## src/rtl/systolic_ctrl.sv

```systemverilog
// systolic_ctrl: sequences operand reads, skew, clear/accumulate and the result handshake for a 2x2 systolic array
module systolic_ctrl #(
    parameter int datawith   = 16,
    parameter int array_size = 2,
    parameter int addr_w     = 8
) (
    input  logic                    clk,
    input  logic                    rst,
    input  logic                    start,
    input  logic [addr_w-1:0]       k_len,
    output logic                    busy,
    output logic                    buf_rd_en,
    output logic [addr_w-1:0]       buf_rd_addr,
    input  logic [2*datawith-1:0]   a_rd_data,
    input  logic [2*datawith-1:0]   b_rd_data,
    output logic [2*datawith-1:0]   arr_data_in,
    output logic [2*datawith-1:0]   arr_weight_in,
    output logic                    arr_en,
    output logic                    arr_clear,
    input  logic [4*datawith-1:0]   arr_result,
    output logic                    res_valid,
    input  logic                    res_ready,
    output logic [4*datawith-1:0]   res_data
);
    localparam int drain_n = 2*array_size-1;
    typedef enum logic [2:0] {IDLE, CLEAR, FEED, DRAIN, CAPT, DONE} state_t;
    state_t state, state_d;
    logic [addr_w-1:0] k_q, addr_q;
    logic [1:0] drain_q;
    logic rd_en_d;
    logic [datawith-1:0] a1_q, b1_q;
    logic [4*datawith-1:0] res_q;
    logic feed_last, drain_last;
    assign feed_last  = addr_q == k_q - addr_w'(1);
    assign drain_last = drain_q == 2'(drain_n - 1);
    // state register
    always_ff @(posedge clk) begin
        if (!rst) state <= IDLE;
        else      state <= state_d;
    end
    // next-state logic
    always_comb begin
        state_d = state;
        case (state)
            IDLE:    state_d = (start && k_len != '0) ? CLEAR : IDLE;
            CLEAR:   state_d = FEED;
            FEED:    state_d = feed_last ? DRAIN : FEED;
            DRAIN:   state_d = drain_last ? CAPT : DRAIN;
            CAPT:    state_d = DONE;
            DONE:    state_d = res_ready ? IDLE : DONE;
            default: state_d = IDLE;
        endcase
    end
    // job length, read address, drain counter, skew stages and result latch
    always_ff @(posedge clk) begin
        if (!rst) begin
            k_q     <= '0;
            addr_q  <= '0;
            drain_q <= '0;
            rd_en_d <= 1'b0;
            a1_q    <= '0;
            b1_q    <= '0;
            res_q   <= '0;
        end else begin
            k_q     <= (state == IDLE && start && k_len != '0) ? k_len : k_q;
            addr_q  <= (state == FEED && !feed_last) ? addr_q + addr_w'(1) : '0;
            drain_q <= (state == DRAIN) ? drain_q + 2'd1 : 2'd0;
            rd_en_d <= state == FEED;
            a1_q    <= rd_en_d ? a_rd_data[2*datawith-1:datawith] : '0;
            b1_q    <= rd_en_d ? b_rd_data[2*datawith-1:datawith] : '0;
            res_q   <= (state == CAPT) ? arr_result : res_q;
        end
    end
    assign busy          = state != IDLE;
    assign buf_rd_en     = state == FEED;
    assign buf_rd_addr   = addr_q;
    assign arr_clear     = state == CLEAR;
    assign arr_en        = rd_en_d || state == DRAIN;
    assign arr_data_in   = {a1_q, rd_en_d ? a_rd_data[datawith-1:0] : {datawith{1'b0}}};
    assign arr_weight_in = {b1_q, rd_en_d ? b_rd_data[datawith-1:0] : {datawith{1'b0}}};
    assign res_valid     = state == DONE;
    assign res_data      = res_q;
endmodule

```

## config.mk

```make
export PLATFORM = sky130hd
export DESIGN_NAME = systolic_ctrl
export DESIGN_NICKNAME = d
export VERILOG_FILES = /design/src/rtl/systolic_ctrl.sv
export SDC_FILE = /design/constraint.sdc
export NUM_CORES = 1
export LEC_CHECK = 0
export BUFFER_PORTS_ARGS = -buffer_cell sky130_fd_sc_hd__buf_4
export CAP_MARGIN = 15
export CORE_ASPECT_RATIO = 1.5
export CORE_MARGIN = 4
export CORE_UTILIZATION = 39
export DETAILED_ROUTE_END_ITERATION = 10
export PLACE_DENSITY = 0.77
export SLEW_MARGIN = 20
export SYNTH_ARGS = -nofsm -noshare
export SYNTH_HDL_FRONTEND = slang
export SYNTH_SLANG_ARGS = --single-unit
```

## constraint.sdc

```tcl
create_clock -name clk -period 2.39 [get_ports clk]
set_clock_uncertainty 0.2 [all_clocks]
set_input_delay 0.5975 -clock clk [delete_from_list [all_inputs] [get_ports clk]]
set_output_delay 0.5975 -clock clk [all_outputs]
set_load 0.01 [all_outputs]
```

==> flow_summary.yaml, run 1 <==
global_routing:
  first_global_vias: 4433
  track_usage_pct: 20.95
  grt_overflow: 0
  grt_max_degree: 63
  grt_pass1_wl_mm: 22.00
  antenna_found_initial: 0
synth:
  synth_cell_types: 32
  synth_fa_ha_area_share_pct: 0.8228
  ys_ff_latch: 118
  synth_mux_area_share_pct: 1.755
  syn_nets: 651
  synth.yosys.seq_area_share_pct: 51.78
  yosysWarnings: 0
  synth_compound_area_share_pct: 12.42
  syn_inst: 508
  syn_avg_cell_area_um2: 8.980
  yosys.area_share.simple_pct: 26.47
  synth_top_family_by_area: "simple AND/OR/NAND/NOR gates"
  synth-xor-area-share_pct: 3.264
  syn_area_mm2: 0.004562
flow_run:
  maxCapViolCount: 0
clock_network:
  cts_made_buffers: 17
  clkTransAtPathRegs_ps: 60
  htree_levels: 4
  cts_tree: "built"
  clk_latency_ps: 400
  cts-root-buf: "clkbuf_16"
  clock_sinks: 118
  cts_setup_buffers: 0
  ctsLongestPathBuffers: 2
route:
  wl_per_cell_um: 15.31
  first_pass_iters: 4
  avgViaCountPerCell: 4.734
  drc_errors: 0
  final_antenna_net_count: 0
  drtIter0Drc: 134
  wirelength_mm: 14.47
  via_count: 4474
power:
  power_density_mw_per_mm2: 676.9
  power.leakage_nw: 3.484
  ir_worst_vdd_uv: 480.4
worst_hold_path:
  hp-class: "primary input to register"
  hold_end: "a1_q[5]$_SDFF_PN0_"
  hp-start: "a_rd_data[21]"
  min_path_cells: 2
setup_path:
  worst_path_dominant_cell_family: "simple AND/OR/NAND/NOR gates"
  ff2ff_setup_slack_ps: 100
  crit_path_cell_trace: "nand2_1 -> nor2_1 -> or2_2 -> buf_4"
  cp_max_fo: 9
  timing.rr.start: "k_q[1]$_SDFFE_PN0P_"
  crit_required_ps: 1590
  crit_path_start: "state[0]$_SDFF_PN0_"
  worst-path-buf-inv: 1
  cp.arrival_ps: 1510
  max_stage_delay_ps: 450
  startpoint_type: "register"
  rr_worst_depth: 8
  r2r_end: "buf_rd_addr[2]$_SDFF_PN0_"
  cp-end-kind: "output pin"
  slowest_stage: "dfxtp_1"
  crit_type: "register to output pin"
placement:
  portBuffers: 280
  dp_hpwl_mm: 11.20
  place.gp.congestion: 0.8696
final_layout:
  drive_above_1_share_pct: 42.01
  final_cell_mix: "286 x buf_4, 131 x nand2_1, 116 x dfxtp_1, 65 x a21boi_0, 36 x and3_1"
  nets: 925
  layout_commonest_cell: "buf_4"
  antenna_cells: 0
  syn2layout_area_growth_pct: 63.91
die:
  die_w_um: 96.31
  dieArea_mm2: 0.01353
  initial_core_util_pct: 39.77
  pin_count: 281
  rows: 48
  fp.dieH_um: 140.5
  core_area_mm2: 0.01147
timing:
  finalHoldViolCount: 0
  tightestPinTransition_ps: 439.3
  setup_viol: 0
  hold_ws_ps: 231.2
  fin_setup_tns_ps: 0
  max_freq_mhz: 433.3
  fin_crit_sh_pct: 96.56
  maxSlewViolCount: 0
  slew_headroom_pct: 70.49
  final.min_clock_period_ps: 2308
status:
  status: "complete, no violations"
## cell usage after synthesis
| cell | instances | share of area (%) |
|---|---|---|
| dfxtp_1 | 118 | 52 |
| a211oi_1 | 2 | 0.33 |
| mux2i_1 | 8 | 1.8 |
| nor3b_1 | 4 | 0.66 |
| o211a_1 | 1 | 0.22 |
| a21oi_1 | 1 | 0.11 |
| nand4b_1 | 1 | 0.19 |
| inv_1 | 6 | 0.49 |
| a21boi_0 | 65 | 11 |
| and4bb_2 | 1 | 0.27 |
| nand3_1 | 5 | 0.55 |
| o31ai_1 | 2 | 0.33 |
| buf_2 | 1 | 0.11 |
| nor3_1 | 13 | 1.4 |
| and2_1 | 32 | 4.4 |
| xor2_1 | 6 | 1.2 |
| xnor2_1 | 11 | 2.1 |
| clkbuf_1 | 35 | 2.9 |
| and3_1 | 36 | 4.9 |
| nand2_1 | 132 | 11 |
| nor4_1 | 2 | 0.27 |
| nor3b_2 | 1 | 0.27 |
| ha_1 | 3 | 0.82 |
| or4_1 | 2 | 0.33 |
| nor2b_1 | 9 | 1.2 |
| or4_4 | 1 | 0.25 |
| nor2_1 | 5 | 0.41 |
| or3_1 | 1 | 0.14 |
| or2_2 | 1 | 0.14 |
| nand4_1 | 1 | 0.14 |
| a31oi_1 | 1 | 0.14 |
| a2111oi_4 | 1 | 0.60 |
## cell families after synthesis
| family | after synthesis |
|---|---|
| and+or+nand+nor | 247 |
| DFF | 118 |
| buffers and inverters | 42 |
| AOI/OAI and AO/OA | 73 |
| adders and majority gates | 3 |
| xor gates and xnor gates | 17 |
| muxes | 8 |
## what timing repair did
action | in CTS | in global routing
endpoints found under the setup margin | 0 | 11
hold buffers | 0 | 0
resized for setup | 0 | 5
## state kept, by name (all words and copies together) (netlist names)
name	count
k_q	8
b1_q	16
a1_q	16
drain_q	2
state	3
rd_en_d	1
buf_rd_addr	8
res_data	64
## worst max-delay path by stage
stage | to | slack, ps | cells after the start
2_1_floorplan | buf_rd_addr[2]$_SDFF_PN0_ | 30 | 7
3_3_place_gp | buf_rd_addr[7]$_SDFF_PN0_ | 130 | 8
3_5_place_dp | buf_rd_addr[6]$_SDFF_PN0_ | 50 | 8
4_1_cts | buf_rd_addr[6]$_SDFF_PN0_ | 20 | 8
5_1_grt | arr_en | -3 | 4
6_report | arr_en | 80 | 4
## final cells by class
type,instances,area (µm²)
Multi-Input combinational cell,348,2056
Fill cell,938,3994
Sequential cell,118,2365
Inverter,6,22.52
Tap cell,150,187.7
Clock buffer,19,452.9
Timing Repair Buffer,291,2223
Clock inverter,13,170.2
## layer usage
layer | track usage (%) | part of all wire (%) | vias to the layer above
met2 | 35.86 | 51 | 185
met5 | 0 | 0 | -
met4 | 7.687 | 2.4 | 0
met3 | 8.060 | 8.7 | 29
li1 | - | - | 2224
met1 | 23.07 | 38 | 2036
## per-stage QoR
step           worst slack [ps]  cell area [µm²]  total power, W  util (%)  instances
3_3_place_gp              128.3             6835        0.002460     59.59        912
5_1_grt                  -3.132             7477        0.005245     65.18        945
3_5_place_dp              47.79             6835        0.002474     59.59        912
4_1_cts                   24.21             7458        0.005116     65.02        944
6_report                  82.27             7477        0.005062     65.18        945
2_1_floorplan             32.14             4562        0.002217         -        508
## report_power, final
group          switching, W  leakage, nW  internal (W)  total [W]
clock              0.000921        0.297       0.00171    0.00263
combinational      0.000157         2.23      0.000262   0.000418
sequential        0.0000255        0.953       0.00199    0.00202
total               0.00110         3.48       0.00396    0.00506
No activity file was read; power rests on OpenSTA's default activity.
==> run 2: changes to the inputs <==
--- a/config.mk
+++ b/config.mk
@@ -7,11 +7,10 @@
 export LEC_CHECK = 0
 export BUFFER_PORTS_ARGS = -buffer_cell sky130_fd_sc_hd__buf_4
 export CAP_MARGIN = 15
-export CORE_ASPECT_RATIO = 1.5
 export CORE_MARGIN = 4
-export CORE_UTILIZATION = 39
+export CORE_UTILIZATION = 45
 export DETAILED_ROUTE_END_ITERATION = 10
-export PLACE_DENSITY = 0.77
+export PLACE_DENSITY = 0.83
 export SLEW_MARGIN = 20
 export SYNTH_ARGS = -nofsm -noshare
 export SYNTH_HDL_FRONTEND = slang
==> constraint.sdc (replaced) <==
create_clock -name clk -period 2.8 [get_ports clk]
set_clock_uncertainty 0.2 [all_clocks]
set_input_delay 0.14 -clock clk [delete_from_list [all_inputs] [get_ports clk]]
set_output_delay 0.14 -clock clk [all_outputs]
set_load 0.01 [all_outputs]
==> run 2 against run 1 <==
Compared with the run above:
- sequential share of layout area decreased by 5.4 points
- register-to-register slack lost 20 ps
- global-route usage is 17 points higher
- critical path depth is 2 higher
- combinational power is 20% higher
- wire length grew 57%
- hold slack worse by 180 ps
- first-iteration DRC count rose to 3.2 times the previous value
- count of clock-buffer cells in the layout shrank 2
- highest routed layer is now met5
==> flow_summary.yaml, run 2 (same netlist as run 1, synthesis figures left out) <==
timing:
  fin_crit_sh_pct: 97.03
  finalWorstSetupSlack_ps: 83.17
  slew_headroom_pct: 56.85
  fin_setup_tns_ps: 0
  max_freq_mhz: 368.1
  grt_setup_unrepaired: "no"
  setup_viol: 0
  final.min_clock_period_ps: 2717
  tightestPinTransition_ps: 647.3
  finalHoldViolCount: 0
  maxSlewViolCount: 0
placement:
  place.gp.congestion: 0.8722
  post-place-ws_ps: 130.4
  dp_hpwl_mm: 10.89
  portBuffers: 280
die:
  rows: 36
  core_area_mm2: 0.009819
  die_w_um: 108.7
  pin_count: 281
  dieArea_mm2: 0.01181
  fp.dieH_um: 108.7
  initial_core_util_pct: 46.46
setup_path:
  cp_max_fo: 64
  cp-end-kind: "register"
  crit_type: "register to register"
  slowest_stage: "dlygate4sd3_1"
  max_stage_delay_ps: 630
  cp.arrival_ps: 2960
  startpoint_type: "register"
  crit_path_cell_trace: "inv_1 -> nor3_2 -> buf_6 -> nand2_1 -> a21boi_0 -> dlygate4sd3_1"
  crit_required_ps: 3050
final_layout:
  fillCellCount: 361
  register_area_mm2: 0.002364
  syn2layout_area_growth_pct: 97.37
  layout_commonest_cell: "buf_4"
  nets: 1086
  largest_reg_flops: 64
  multi_input_area_mm2: 0.002053
  drive_above_1_share_pct: 34.10
  final_cell_mix: "285 x buf_4, 166 x dlygate4sd3_1, 131 x nand2_1, 117 x dfxtp_1, 65 x a21boi_0"
global_routing:
  antenna_found_initial: 1
  first_global_vias: 6254
  grt_overflow: 0
  grt_pass1_wl_mm: 34.56
  grt_max_degree: 73
  track_usage_pct: 38.36
clock_network:
  htree_levels: 4
  clkTransAtPathRegs_ps: 70
  clk_latency_ps: 510
  ctsLongestPathBuffers: 2
  cts-root-buf: "clkbuf_8"
  cts_setup_buffers: 0
  clock_sinks: 118
  cts_tree: "built"
  cts_made_buffers: 17
power:
  power_density_mw_per_mm2: 488.6
  power.leakage_nw: 4.293
  ir_worst_vdd_uv: 471.3
route:
  drc_errors: 0
  avgViaCountPerCell: 5.290
  via_count: 5766
  wl_per_cell_um: 20.90
  first_pass_iters: 5
  final_antenna_net_count: 0
  drtIter0Drc: 434
  wirelength_mm: 22.78
flow_run:
  maxCapViolCount: 0
worst_hold_path:
  hp-class: "primary input to register"
status:
  status: "complete, no violations"
==> run 2: changes by cell type in the layout (fill, tap and decap cells not counted), sizes merged <==
cell	before	now
dlygate4sd3	0	166
clkbuf	19	17
inv	9	12
bufinv	3	2
buf	291	286
diode	0	1
==> run 2: path summary, 6_finish.rpt <==
kind	start	cells past startpoint	slack (ps)	end
setup / recovery	state[2]$_SDFF_PN0_	6	80	res_data[24]$_SDFFE_PN0N_
setup reg to reg	state[2]$_SDFF_PN0_	6	80	res_data[24]$_SDFFE_PN0N_
hold / removal	rst	2	50	b1_q[0]$_SDFF_PN0_
hold reg to reg	drain_q[0]$_SDFF_PN0_	1	220	drain_q[0]$_SDFF_PN0_
==> run 2: final cells by class <==
| class | count | area share (%) |
|---|---|---|
| repair buffers | 452 | 42.34 |
| diodes | 1 | 0.02779 |
| clock buffers | 17 | 4.600 |
| flip-flops and latches | 118 | 26.25 |
| multi-input cells | 348 | 22.80 |
| clock inverters | 15 | 1.876 |
| inverters | 6 | 0.2501 |
| well taps | 133 | 1.848 |
==> run 2: stage by stage <==
step	area, µm²	total power [W]	hold WS (ps)	cells	util [%]
after detailed placement	6746	0.002103	182.9	891	68.71
after global routing	9001	0.004513	48.18	1089	91.67
after global placement	6746	0.002092	179.9	891	68.71
final	9004	0.004399	46.98	1090	91.69
after CTS	8991	0.004331	0.7133	1089	91.56
after floorplan	4562	0.001892	84.91	508	-
==> run 2: power by group <==
group / leakage (nW) / internal [W] / switching, W
sequential: 0.953 / 0.00170 / 0.0000282
combinational: 3.06 / 0.000320 / 0.000182
clock: 0.278 / 0.00129 / 0.000883
total: 4.29 / 0.00331 / 0.00109
==> run 2: metal layers <==
layer	wire [µm]	up-vias	global-route usage [%]
met2	11320	378	65.67
met5	20	-	0
met1	8046	2722	40.90
li1	-	2546	-
met3	2102	118	13.74
met4	1287	2	21.64
==> run 2: worst max-delay path: cells and delay by family (launching register included) <==
family	cells	cell delay (ps)
AO/OA/AOI/OAI	1	280
buffers and inverters	3	1280
AND/OR/NAND/NOR	2	390
flip-flops	1	500
==> run 2: repair_timing <==
action,in CTS,in global routing
hold endpoints to repair,105,0
endpoints found under the setup margin,0,28
hold buffers,166,0
gates resized for setup,0,2
==> run 3: changes to the inputs <==
--- a/config.mk
+++ b/config.mk
@@ -7,10 +7,11 @@
 export LEC_CHECK = 0
 export BUFFER_PORTS_ARGS = -buffer_cell sky130_fd_sc_hd__buf_4
 export CAP_MARGIN = 15
+export CORE_ASPECT_RATIO = 1.5
 export CORE_MARGIN = 4
-export CORE_UTILIZATION = 45
+export CORE_UTILIZATION = 43
 export DETAILED_ROUTE_END_ITERATION = 10
-export PLACE_DENSITY = 0.83
+export PLACE_DENSITY = 0.8
 export SLEW_MARGIN = 20
 export SYNTH_ARGS = -nofsm -noshare
 export SYNTH_HDL_FRONTEND = slang
==> constraint.sdc (replaced) <==
create_clock -name clk -period 2.95 [get_ports clk]
set_clock_uncertainty 0.2 [all_clocks]
set_input_delay 0.1475 -clock clk [delete_from_list [all_inputs] [get_ports clk]]
set_output_delay 0.1475 -clock clk [all_outputs]
set_load 0.01 [all_outputs]
==> run 3 against run 2 <==
Compared with the run above:
- critical endpoint is now res_data[18]$_SDFFE_PN0N_
- first-iteration DRC count fell by 40%
- critical path type unchanged
- via count fell by 10%
- non-clock buffer count fell by 53
- hold slack got worse by 15 ps
- sequential power fell by 5%
- die area rose by 4.6%
- utilization fell by 8.6 points
- final cell count fell by 4.0%
- largest cell class unchanged
- critical path depth did not move
- largest power group unchanged
- sequential cell count did not move
- fmax rose by 3.2%
==> flow_summary.yaml, run 3 (same netlist as run 1, synthesis figures left out) <==
die:
  pin_count: 281
  core_area_mm2: 0.01025
  die_w_um: 92.10
  rows: 45
  dieArea_mm2: 0.01236
  initial_core_util_pct: 44.52
  fp.dieH_um: 134.2
route:
  first_pass_iters: 5
  wirelength_mm: 18.96
  final_antenna_net_count: 0
  drc_errors: 0
  drtIter0Drc: 262
  avgViaCountPerCell: 4.959
  via_count: 5187
  wl_per_cell_um: 18.12
final_layout:
  register_area_mm2: 0.002364
  fillCellCount: 578
  final_area_mm2: 0.008513
  largest_reg_flops: 64
  drive_above_1_share_pct: 35.99
  final_util_pct: 83.08
  nets: 1033
  final_cell_mix: "286 x buf_4, 131 x nand2_1, 117 x dfxtp_1, 112 x dlygate4sd3_1, 65 x a21boi_0"
  layout_commonest_cell: "buf_4"
  syn2layout_area_growth_pct: 86.62
  multi_input_area_mm2: 0.002048
power:
  ir_worst_vdd_uv: 401.4
  power.leakage_nw: 3.937
  power_density_mw_per_mm2: 491.9
  power_w: 0.004188
timing:
  fin_crit_sh_pct: 89.21
  fin_setup_tns_ps: 0
  final.min_clock_period_ps: 2632
  max_freq_mhz: 380.0
  maxSlewViolCount: 0
  setup_viol: 0
  slew_headroom_pct: 57.00
  finalHoldViolCount: 0
  tightestPinTransition_ps: 642.8
  grt_setup_unrepaired: "no"
global_routing:
  grt_pass1_wl_mm: 28.84
  grt.busiest_layer: "met2"
  grt_overflow: 0
  grt_util_met3_pct: 9.091
  use_met1_pct: 30.84
  track_usage_pct: 30.08
  first_global_vias: 5541
  antenna_found_initial: 2
  met2_usage_pct: 54.80
  grt_max_degree: 62
setup_path:
  max_stage_delay_ps: 570
  ff2ff_setup_slack_ps: 320
  cp_max_fo: 36
  cp.arrival_ps: 2780
  crit_path_cell_trace: "nor2_1 -> nand2_2 -> buf_12 -> nand2_1 -> a21boi_0 -> dlygate4sd3_1"
  startpoint_type: "register"
  crit_required_ps: 3090
  slowest_stage: "dlygate4sd3_1"
  timing.rr.start: "state[1]$_SDFF_PN0_"
  cp-end-kind: "register"
  rr_worst_depth: 6
  crit_type: "register to register"
  r2r_end: "res_data[18]$_SDFFE_PN0N_"
clock_network:
  clk_latency_ps: 400
  ctsLongestPathBuffers: 2
  cts_tree: "built"
  cts_made_buffers: 17
  clkTransAtPathRegs_ps: 60
  cts-root-buf: "clkbuf_16"
  htree_levels: 4
  ctsResizeCount: 0
  clock_sinks: 118
worst_hold_path:
  hp-start: "rst"
  hp-class: "primary input to register"
  min_path_cells: 2
  hold_end: "res_data[14]$_SDFFE_PN0N_"
placement:
  portBuffers: 280
  dpl_cell_area_mm2: 0.006777
  place.gp.congestion: 0.8209
  dp_hpwl_mm: 11.71
status:
  status: "complete, no violations"
flow_run:
  maxCapViolCount: 0
-- run 3: cell types whose count changed in the layout (fill, tap and decap cells not counted), sizes merged --
cell	before	now
bufinv	2	3
dlygate4sd3	166	112
buf	286	287
diode	1	2
clkbuf	17	21
inv	12	7
-- run 3: repair_timing --
action | in CTS | in global routing
endpoints found under the setup margin | 0 | 0
hold buffers | 112 | 0
hold endpoints to repair | 105 | 0
setup buffers | 0 | 0
-- run 3: through the flow --
stage	hold slack (ps)	setup slack, ps	instances
finish	31.66	318.2	1046
global route	36.56	191.5	1046
CTS	2.987	338.1	1044
detailed placement	191.6	379.3	900
global placement	187.5	443.1	900
floorplan	92.41	592.1	508
-- run 3: how the worst max path moves through the flow --
stage | start | endpoint | cells past startpoint
after global placement | k_q[0]$_SDFFE_PN0P_ | buf_rd_addr[7]$_SDFF_PN0_ | 7
after global routing | state[1]$_SDFF_PN0_ | res_data[18]$_SDFFE_PN0N_ | 6
after detailed placement | k_q[0]$_SDFFE_PN0P_ | buf_rd_addr[6]$_SDFF_PN0_ | 7
final | state[1]$_SDFF_PN0_ | res_data[18]$_SDFFE_PN0N_ | 6
after CTS | k_q[0]$_SDFFE_PN0P_ | buf_rd_addr[6]$_SDFF_PN0_ | 7
after floorplan | k_q[0]$_SDFFE_PN0P_ | buf_rd_addr[2]$_SDFF_PN0_ | 7
-- run 3: where the power goes --
group / total [W] / internal, W / switching [W]
clock network: 0.00209 / 0.00137 / 0.000719
registers: 0.00164 / 0.00161 / 0.0000247
logic: 0.000457 / 0.000299 / 0.000158
-- run 3: per-layer routing --
metal | wire [µm] | vias to the layer above
met5 | 0 | -
met4 | 727 | 0
met2 | 10020 | 265
met1 | 6598 | 2425
li1 | - | 2436
met3 | 1605 | 61
-- run 3: area by class of cell --
class / count / area share (%)
Inverter: 6 / 0.2646
Clock inverter: 11 / 1.749
Sequential cell: 118 / 27.76
Timing Repair Buffer: 399 / 38.62
Multi-Input combinational cell: 348 / 24.06
Tap cell: 141 / 2.072
Clock buffer: 21 / 5.409
Antenna cell: 2 / 0.05879
-- run 3: worst max-delay path: cells and delay by family, from the launching register on --
kind / cells / cell delay (ps)
flops: 1 / 510
simple gates: 3 / 770
buf+inv: 2 / 850
compound gates: 1 / 210
